[src/rtl/word_fetch_requester.sv]
`default_nettype none
// ============================================================================
// word_fetch_requester: fetches a ROM word, then streams its 8 characters out.
// Revision 1.0
// ============================================================================

module word_fetch_requester #(
  parameter int NUM_WORDS = 32,
  parameter int TIMEOUT   = 16,
  parameter int RETRIES   = 2
) (
  input  logic        Clk,
  input  logic        Reset,
  input  logic        Start,
  input  logic [63:0] WordOut,
  input  logic        Valid,
  output logic        Read3,
  output logic [4:0]  Count,
  output logic [7:0]  CharOut,
  output logic        CharValid,
  input  logic        CharReady,
  output logic [2:0]  CharIdx,
  output logic [3:0]  WordLen,
  output logic        Done,
  output logic        Error
);

  localparam int c_TW = $clog2(TIMEOUT);
  localparam int c_RW = $clog2(RETRIES + 2);
  localparam logic [c_TW-1:0] c_TMO_LAST  = c_TW'(TIMEOUT - 1);
  localparam logic [c_RW-1:0] c_RETRY_MAX = c_RW'(RETRIES);
  localparam logic [4:0]      c_CNT_LAST  = 5'(NUM_WORDS - 1);

  typedef enum logic [2:0] {
    S_IDLE   = 3'd0,
    S_REQ    = 3'd1,
    S_WAIT   = 3'd2,
    S_STREAM = 3'd3,
    S_DONE   = 3'd4,
    S_ERR    = 3'd5
  } state_t;

  state_t          r_state;
  state_t          w_next;
  logic [63:0]     r_word;
  logic [4:0]      r_count;
  logic [2:0]      r_idx;
  logic [3:0]      r_len;
  logic [c_TW-1:0] r_tmo;
  logic [c_RW-1:0] r_retry;

  logic            w_tmo_hit;
  logic            w_last_xfer;
  logic [63:0]     w_shifted;
  logic [3:0]      w_len;
  logic            w_found;

  assign w_tmo_hit   = (r_tmo == c_TMO_LAST);
  assign w_last_xfer = (r_state == S_STREAM) && CharReady && (r_idx == 3'd7);

  // Character under the index is brought to the top byte.
  assign w_shifted = r_word << {r_idx, 3'b000};

  assign Count   = r_count;
  assign CharIdx = r_idx;
  assign WordLen = r_len;
  assign CharOut = CharValid ? w_shifted[63:56] : 8'h00;

  always_comb begin
    w_len   = 4'd8;
    w_found = 1'b0;
    for (int i = 0; i < 8; i++) begin
      if (!w_found && ((WordOut[63-8*i -: 8] == 8'h20) || (WordOut[63-8*i -: 8] == 8'h00))) begin
        w_len   = 4'(i);
        w_found = 1'b1;
      end
    end
  end

  always_ff @(posedge Clk or negedge Reset) begin
    if (!Reset) begin
      r_state <= S_IDLE;
    end else begin
      r_state <= w_next;
    end
  end

  always_comb begin
    w_next    = r_state;
    Read3     = 1'b0;
    CharValid = 1'b0;
    Done      = 1'b0;
    Error     = 1'b0;
    case (r_state)
      S_IDLE: begin
        if (Start) w_next = S_REQ;
      end
      S_REQ: begin
        Read3  = 1'b1;
        w_next = S_WAIT;
      end
      S_WAIT: begin
        if (Valid) begin
          w_next = S_STREAM;
        end else if (w_tmo_hit) begin
          w_next = (r_retry < c_RETRY_MAX) ? S_REQ : S_ERR;
        end
      end
      S_STREAM: begin
        CharValid = 1'b1;
        if (w_last_xfer) w_next = S_DONE;
      end
      S_DONE: begin
        Done = 1'b1;
        if (Start) w_next = S_REQ;
      end
      S_ERR: begin
        Error = 1'b1;
        if (Start) w_next = S_REQ;
      end
      default: w_next = S_IDLE;
    endcase
  end

  always_ff @(posedge Clk or negedge Reset) begin
    if (!Reset) begin
      r_word  <= 64'h0;
      r_count <= 5'd0;
      r_idx   <= 3'd0;
      r_len   <= 4'd0;
      r_tmo   <= '0;
      r_retry <= '0;
    end else begin
      case (r_state)
        S_REQ: begin
          r_tmo <= '0;
          r_idx <= 3'd0;
        end
        S_WAIT: begin
          if (Valid) begin
            r_word <= WordOut;
            r_len  <= w_len;
          end else if (w_tmo_hit) begin
            if (r_retry < c_RETRY_MAX) r_retry <= r_retry + 1'b1;
          end else begin
            r_tmo <= r_tmo + 1'b1;
          end
        end
        S_STREAM: begin
          if (CharReady) r_idx <= r_idx + 3'd1;
          // Index 7 wraps the character index to 0 on the same edge.
          if (w_last_xfer) begin
            r_count <= (r_count == c_CNT_LAST) ? 5'd0 : r_count + 5'd1;
            r_retry <= '0;
          end
        end
        S_ERR: begin
          if (Start) r_retry <= '0;
        end
        default: ;
      endcase
    end
  end

endmodule

`default_nettype wire
[config.mk]
export PLATFORM = sky130hd
export DESIGN_NAME = word_fetch_requester
export DESIGN_NICKNAME = d
export VERILOG_FILES = /design/src/rtl/word_fetch_requester.sv
export SDC_FILE = /design/constraint.sdc
export NUM_CORES = 1
export LEC_CHECK = 0
export ABC_AREA = 1
export BUFFER_PORTS_ARGS = -buffer_cell sky130_fd_sc_hd__buf_2
export CORE_UTILIZATION = 49
export DETAILED_ROUTE_END_ITERATION = 16
export PLACE_DENSITY_LB_ADDON = 0.25
export SKIP_LAST_GASP = 1
export SYNTH_ARGS = -nofsm -noshare
export SYNTH_HDL_FRONTEND = slang
export SYNTH_SLANG_ARGS = --single-unit
[constraint.sdc]
create_clock -name Clk -period 1.8 [get_ports Clk]
set_input_delay 0.54 -clock Clk [delete_from_list [all_inputs] [get_ports Clk]]
set_output_delay 0.54 -clock Clk [all_outputs]
set_load 0.02 [all_outputs]
# Word-level counts from Yosys, hierarchy flattened
# Cells that the tools add are included.
# totals
reg_bits	85
inputBits	69
out_inout_bits	24
wordCells	119
# classes
addsub	4
order_cmp	1
n_eq_ne	25
n_shift	1
n_mux	38
n_reduce_logical	43
# ops
op	n
$eq 8x6->1 const B	8
$logic_not 8->1	8
$shl 64x6->64	1
$mux 4	10
$mux 3	6
$ne 2x2->1 const B	7
$pmux 3 s4	1
$mux 1	11
$mux 2	5
$eq 3x3->1 const B	3
$logic_and 1x1->1	9
$logic_or 1x1->1	8
$mux 8	1
$pmux 4 s2	1
$logic_not 1->1	7
$eq 3x2->1 const B	2
$pmux 2 s3	1
$pmux 3 s2	1
$reduce_and 2->1	3
$reduce_and 3->1	2
$reduce_and 6->1	1
$add 5x1->5 const B	1
$eq 5x5->1 const B	1
$mux 5	1
other kinds (12)	13

# Logic depth before layout (Yosys ltp)
# logic_depth
depth_word	24
depth_mapped	10
ltp_nobuf	10

# Worst setup path before layout
# OpenSTA, ideal clock, no wires.
# synth_timing
kind	register to output
from	register r_idx[0], in the netlist CharIdx[0]
to	output port CharOut[0]
arrival_time_ns	1.522
required_time_ns	1.260
setup_slack_ns	-0.262
path_stages_with_launch	8
n_path_buf	2
path_cell_list	dfrtp_1 clkbuf_2 clkinv_1 clkbuf_1 nor2_1 o32ai_1 nor2_1 nor2_1
# synth_between
elab_chain_cells	2
# synth_lines
item	line_no	text
from (decl)	47	logic [2:0] r_idx;
from (signal assigned)	150	if (CharReady) r_idx <= r_idx + 3'd1;
$shl 64x6->64	62	assign w_shifted = r_word << {r_idx, 3'b000};
$mux 8	67	assign CharOut = CharValid ? w_shifted[63:56] : 8'h00;
to (decl)	19	output logic [7:0] CharOut,
# No other way between the ends.

# Worst setup path in the final report
# layout_timing
from	register r_idx[0], in the netlist CharIdx[0]
to	output port CharOut[7]
# Same word-level chain as after synthesis.

==> summary by stage <==
Setup path
The master of the slowest instance on the critical path is sky130_fd_sc_hd__dfrtp_2. STA classifies the critical path startpoint as a flop. The worst register-to-register path begins at r_state[2]. The endpoint type of the worst setup path is an output pin. In this run the worst path has a maximum fanout of 15. The largest delay contributor family on the critical path is flip-flops. Measured in cells, the most critical reg-to-reg path has a length of 13. The worst setup path is of the flop to output pin kind. The required arrival time at the worst endpoint is 1.26 ns. The reg-to-reg endpoint is r_retry[1]. The data arrival time of the worst path is 1.79 ns. The total buffers and inverters traversed by the critical path is 3. Walking the worst path, the cells encountered are buf_12 > clkinv_16 > nor2_1 > o32ai_1 > o21ai_1 > nor2_2 > buf_6. The critical path's largest stage delay is 0.43 ns.

For flop-to-flop paths, the worst setup slack is 0.05 ns.

Floorplanning
The area inside the core boundary is 8340 um^2. The overall die height is 95.7 um. The floorplan step set the die width to 95.7 um. In this run the count of I/O pins placed on the die edge is 93. For this configuration, the core starts out at a cell density of 0.516. The standard-cell row count is 33.

The die outline area is 9170 um^2.

Synthesis
The synthesized design contains 85 register bits. The net count after synthesis is 646. The number of library cell types mapped by synthesis is 32. The number of enable flip-flop cells after synthesis is 0. The most used flip-flop cell after synthesis is sky130_fd_sc_hd__dfrtp_1. Synthesis produced a netlist whose cell count is 572. The share of synthesized area in the top cell type comes to 0.494. Of the synthesized area, sequential elements account for 0.494.

The largest total area in the synthesized netlist belongs to sky130_fd_sc_hd__dfrtp_1. After synthesis, the cell types taking the most area are sky130_fd_sc_hd__dfrtp_1 (49%), sky130_fd_sc_hd__nand2_1 (18%), sky130_fd_sc_hd__nor2_1 (8.7%). The average instance in the mapped netlist occupies 7.53 um^2. The Yosys step of the flow raised 0 warnings. After synthesis, the share of flip-flops with an asynchronous set or reset is 1.00.

The post-synth design cell area is 4310 um^2.

Run status
The flow ran to the end, but the final reports show violations. The final reports fail on negative setup slack.

Final layout
Of the cells placed in the final design, the portion with a size suffix greater than 1 is 0.283. The area taken by flip-flops and latches is 2130 um^2. The number of nets in the layout is 761. For this run, the number of standard cells in the final layout without fillers is 797.

Fill cells in the final layout number 670. Measured on the finished design, the core utilization comes to 0.686. The repair_antennas step left the layout with diodes totalling 0. The total area of multi-input combinational cells is 2090 um^2. The area growth from synthesis to layout is 32.9%.

Global routing
The global-route usage over all layers is 0.281. Entering global routing, the biggest net connects 32 pins. The number of global-route vias before repair is 4118. The total overflow reported by the global router is 0. The first-pass GRT wire length is 19.5 mm. The number of antenna violations at the first check in global routing is 0.

Clock tree
Buffers inserted during clock tree synthesis total 9. The total of hold buffers inserted after clock tree synthesis is 0. The root cell of the clock tree is sky130_fd_sc_hd__clkbuf_8. No sink is reached through more buffers than the 2 on the longest clock path. The clock transition at the register clock pins on the worst setup and hold paths after CTS is 0.09 ns. The clock insertion delay at the later pin of the skew report is 0.35 ns. The clock drives 85 sinks. CTS built an H-tree with a depth of 3. The clock tree from TritonCTS is built.

Power and ir drop
The internal portion of the total power is 0.00559 W. The fraction of power consumed by sequential logic is 0.352. Total power for the finished layout comes to 0.00943 W.

Of the total power, combinational logic draws 0.475. The clock share of power is 0.172. The net switching share of the total power is 0.407.

The leakage power total is 3.04 nW. In this run the power spent charging and discharging nets is 0.00384 W. The worst voltage drop across the vdd grid is 0.773 mV. In this run the power density over the cells is 1650 nW/um^2.

Run
The number of max-capacitance violations reported is 0.

Drt
The post-detailed-route count of antenna-violating nets is 0. The first-pass iteration count of the detailed router is 5. Dividing the detail-routed wire length by the instance count gives 15.2 um. For this block, the routed nets add up to 12.1 mm of wire.

The detailed router placed 4283 vias in this run. The DRC violation count after routing is 0. After the first detailed-routing iteration, the DRC count stood at 273. The via density per instance is 5.37.

Timing
For the pin with the worst max-slew slack, the measured transition is 0.320 ns. The final max-slew violation count is 0. Setup repair after global routing could not meet its margin everywhere.

The upper clock frequency limit is 428 MHz. Headroom to the max-slew limit came out at 0.787. For the finished layout, the period the worst path requires is 2.33 ns. Across the routed clock network, the largest skew measured is 0.00848 ns. The worst-case setup margin in the final layout is -0.535 ns.

The count of final hold-check violations is 0. The final setup violation count is 10. In the finished design, the share of the clock period the worst path needs comes to 1.30.

Placement
The number of placed instances, taps included, is 768. The wire-length estimate of the detail-placed layout is 8.62 mm. The count of buffers from port buffering is 92. The weighted congestion at the end of routability-driven global placement is 0.900.

The minimum setup slack after placement is -0.126 ns.

Min path
The path class of the tightest hold or removal check is input pin to async pin.
Yosys cell counts, types with 2 or more instances:
cell / n
sky130_fd_sc_hd__nand3_2: 2
sky130_fd_sc_hd__nand4_1: 3
sky130_fd_sc_hd__nor3_1: 6
sky130_fd_sc_hd__clkbuf_1: 11
sky130_fd_sc_hd__o32ai_1: 16
sky130_fd_sc_hd__o21ai_1: 4
sky130_fd_sc_hd__nand2_2: 4
sky130_fd_sc_hd__nor2_2: 2
sky130_fd_sc_hd__nor2_1: 100
sky130_fd_sc_hd__a21oi_1: 8
sky130_fd_sc_hd__nand2_1: 201
sky130_fd_sc_hd__o21ai_0: 48
sky130_fd_sc_hd__ha_1: 5
sky130_fd_sc_hd__inv_2: 2
sky130_fd_sc_hd__dfrtp_1: 85
sky130_fd_sc_hd__nand3_1: 13
sky130_fd_sc_hd__or2_2: 2
sky130_fd_sc_hd__buf_2: 13
sky130_fd_sc_hd__inv_1: 34
worst max-delay path by stage:
stage          startpoint          to  slack, ns  cells past startpoint
2_1_floorplan  CharIdx[0]  CharOut[0]      -0.09                      7
3_3_place_gp   CharIdx[0]  CharOut[7]      -0.09                      6
3_5_place_dp   CharIdx[0]  CharOut[3]      -0.13                      6
4_1_cts        CharIdx[0]  CharOut[0]      -0.48                      7
5_1_grt        CharIdx[0]  CharOut[7]      -0.60                      7
6_report       CharIdx[0]  CharOut[7]      -0.53                      7
routing by layer:
layer / part of all wire / GRT usage
met5: 0 / 0
met4: 0.020 / 0.108
met3: 0.057 / 0.0466
met2: 0.49 / 0.464
met1: 0.43 / 0.373
registers in the layout, summed over array words and instances, names as in the netlist:
register	flops
r_word	64
Count	5
WordLen	4
r_tmo	4
CharIdx	3
r_state	3
r_retry	2
cell families after synthesis:
| logic type | count (synthesis) | synth area share |
|---|---|---|
| AO/OA/AOI/OAI | 82 | 0.115 |
| XOR/XNOR | 1 | 0.00203 |
| adder cells (fa/ha/maj) | 5 | 0.0145 |
| buffers and inverters | 63 | 0.0607 |
| flip-flops | 85 | 0.494 |
| AND/OR/NAND/NOR | 336 | 0.314 |
metrics by stage:
stage | setup TNS [ns] | hold WS [ns] | cell area, um^2
final | -4.13 | 0.0786 | 5720
after global routing | -5.01 | 0.0832 | 5720
after CTS | -3.84 | 0.0827 | 5610
after detailed placement | -0.721 | 0.455 | 5070
after global placement | -0.576 | 0.453 | 5070
after floorplan | -0.515 | 0.244 | 4360
cell usage in the layout, fill, tap and decap left out, types with 2 or more instances in the layout:
cell type / n
sky130_fd_sc_hd__buf_6: 15
sky130_fd_sc_hd__inv_2: 5
sky130_fd_sc_hd__o21ai_1: 18
sky130_fd_sc_hd__o32ai_2: 11
sky130_fd_sc_hd__o32ai_1: 5
sky130_fd_sc_hd__nand3_1: 13
sky130_fd_sc_hd__bufinv_16: 3
sky130_fd_sc_hd__nor2_4: 4
sky130_fd_sc_hd__buf_4: 27
sky130_fd_sc_hd__dfrtp_1: 83
sky130_fd_sc_hd__buf_12: 7
sky130_fd_sc_hd__nor3_1: 5
sky130_fd_sc_hd__nand2_4: 2
sky130_fd_sc_hd__inv_1: 31
sky130_fd_sc_hd__nand2_1: 199
sky130_fd_sc_hd__o21ai_0: 32
sky130_fd_sc_hd__a21oi_1: 8
sky130_fd_sc_hd__dfrtp_2: 2
sky130_fd_sc_hd__ha_1: 5
sky130_fd_sc_hd__clkbuf_8: 9
sky130_fd_sc_hd__nand2_2: 4
sky130_fd_sc_hd__o21ai_2: 2
sky130_fd_sc_hd__or2_2: 2
sky130_fd_sc_hd__nor2_1: 86
sky130_fd_sc_hd__nand4_1: 3
sky130_fd_sc_hd__buf_2: 78
sky130_fd_sc_hd__nor2_2: 13
power by group through the flow:
stage | Sequential, W | Combinational [W] | Clock (W)
after floorplan | 0.00316 | 0.00248 | 0
after global placement | 0.00331 | 0.00344 | 0
after detailed placement | 0.00331 | 0.00356 | 0
after CTS | 0.00329 | 0.00420 | 0.00164
after global routing | 0.00339 | 0.00495 | 0.00173
final | 0.00333 | 0.00448 | 0.00163
repair_timing:
action,in CTS,in global routing
cloned,2,0
setup buffers,9,4
pin swaps,18,23
setup endpoints to repair,11,19
gates resized for setup,49,32
area by class of cell:
cell class              count  share of cell area
multi-input cells         424               0.365
inverters                  37              0.0289
clock buffers              10              0.0223
well taps                 105              0.0230
clock inverters             6              0.0195
flip-flops and latches     85               0.372
repair buffers            129               0.166
repair inverters            1             0.00284
Note: power is estimated with default switching activity, not from simulation.
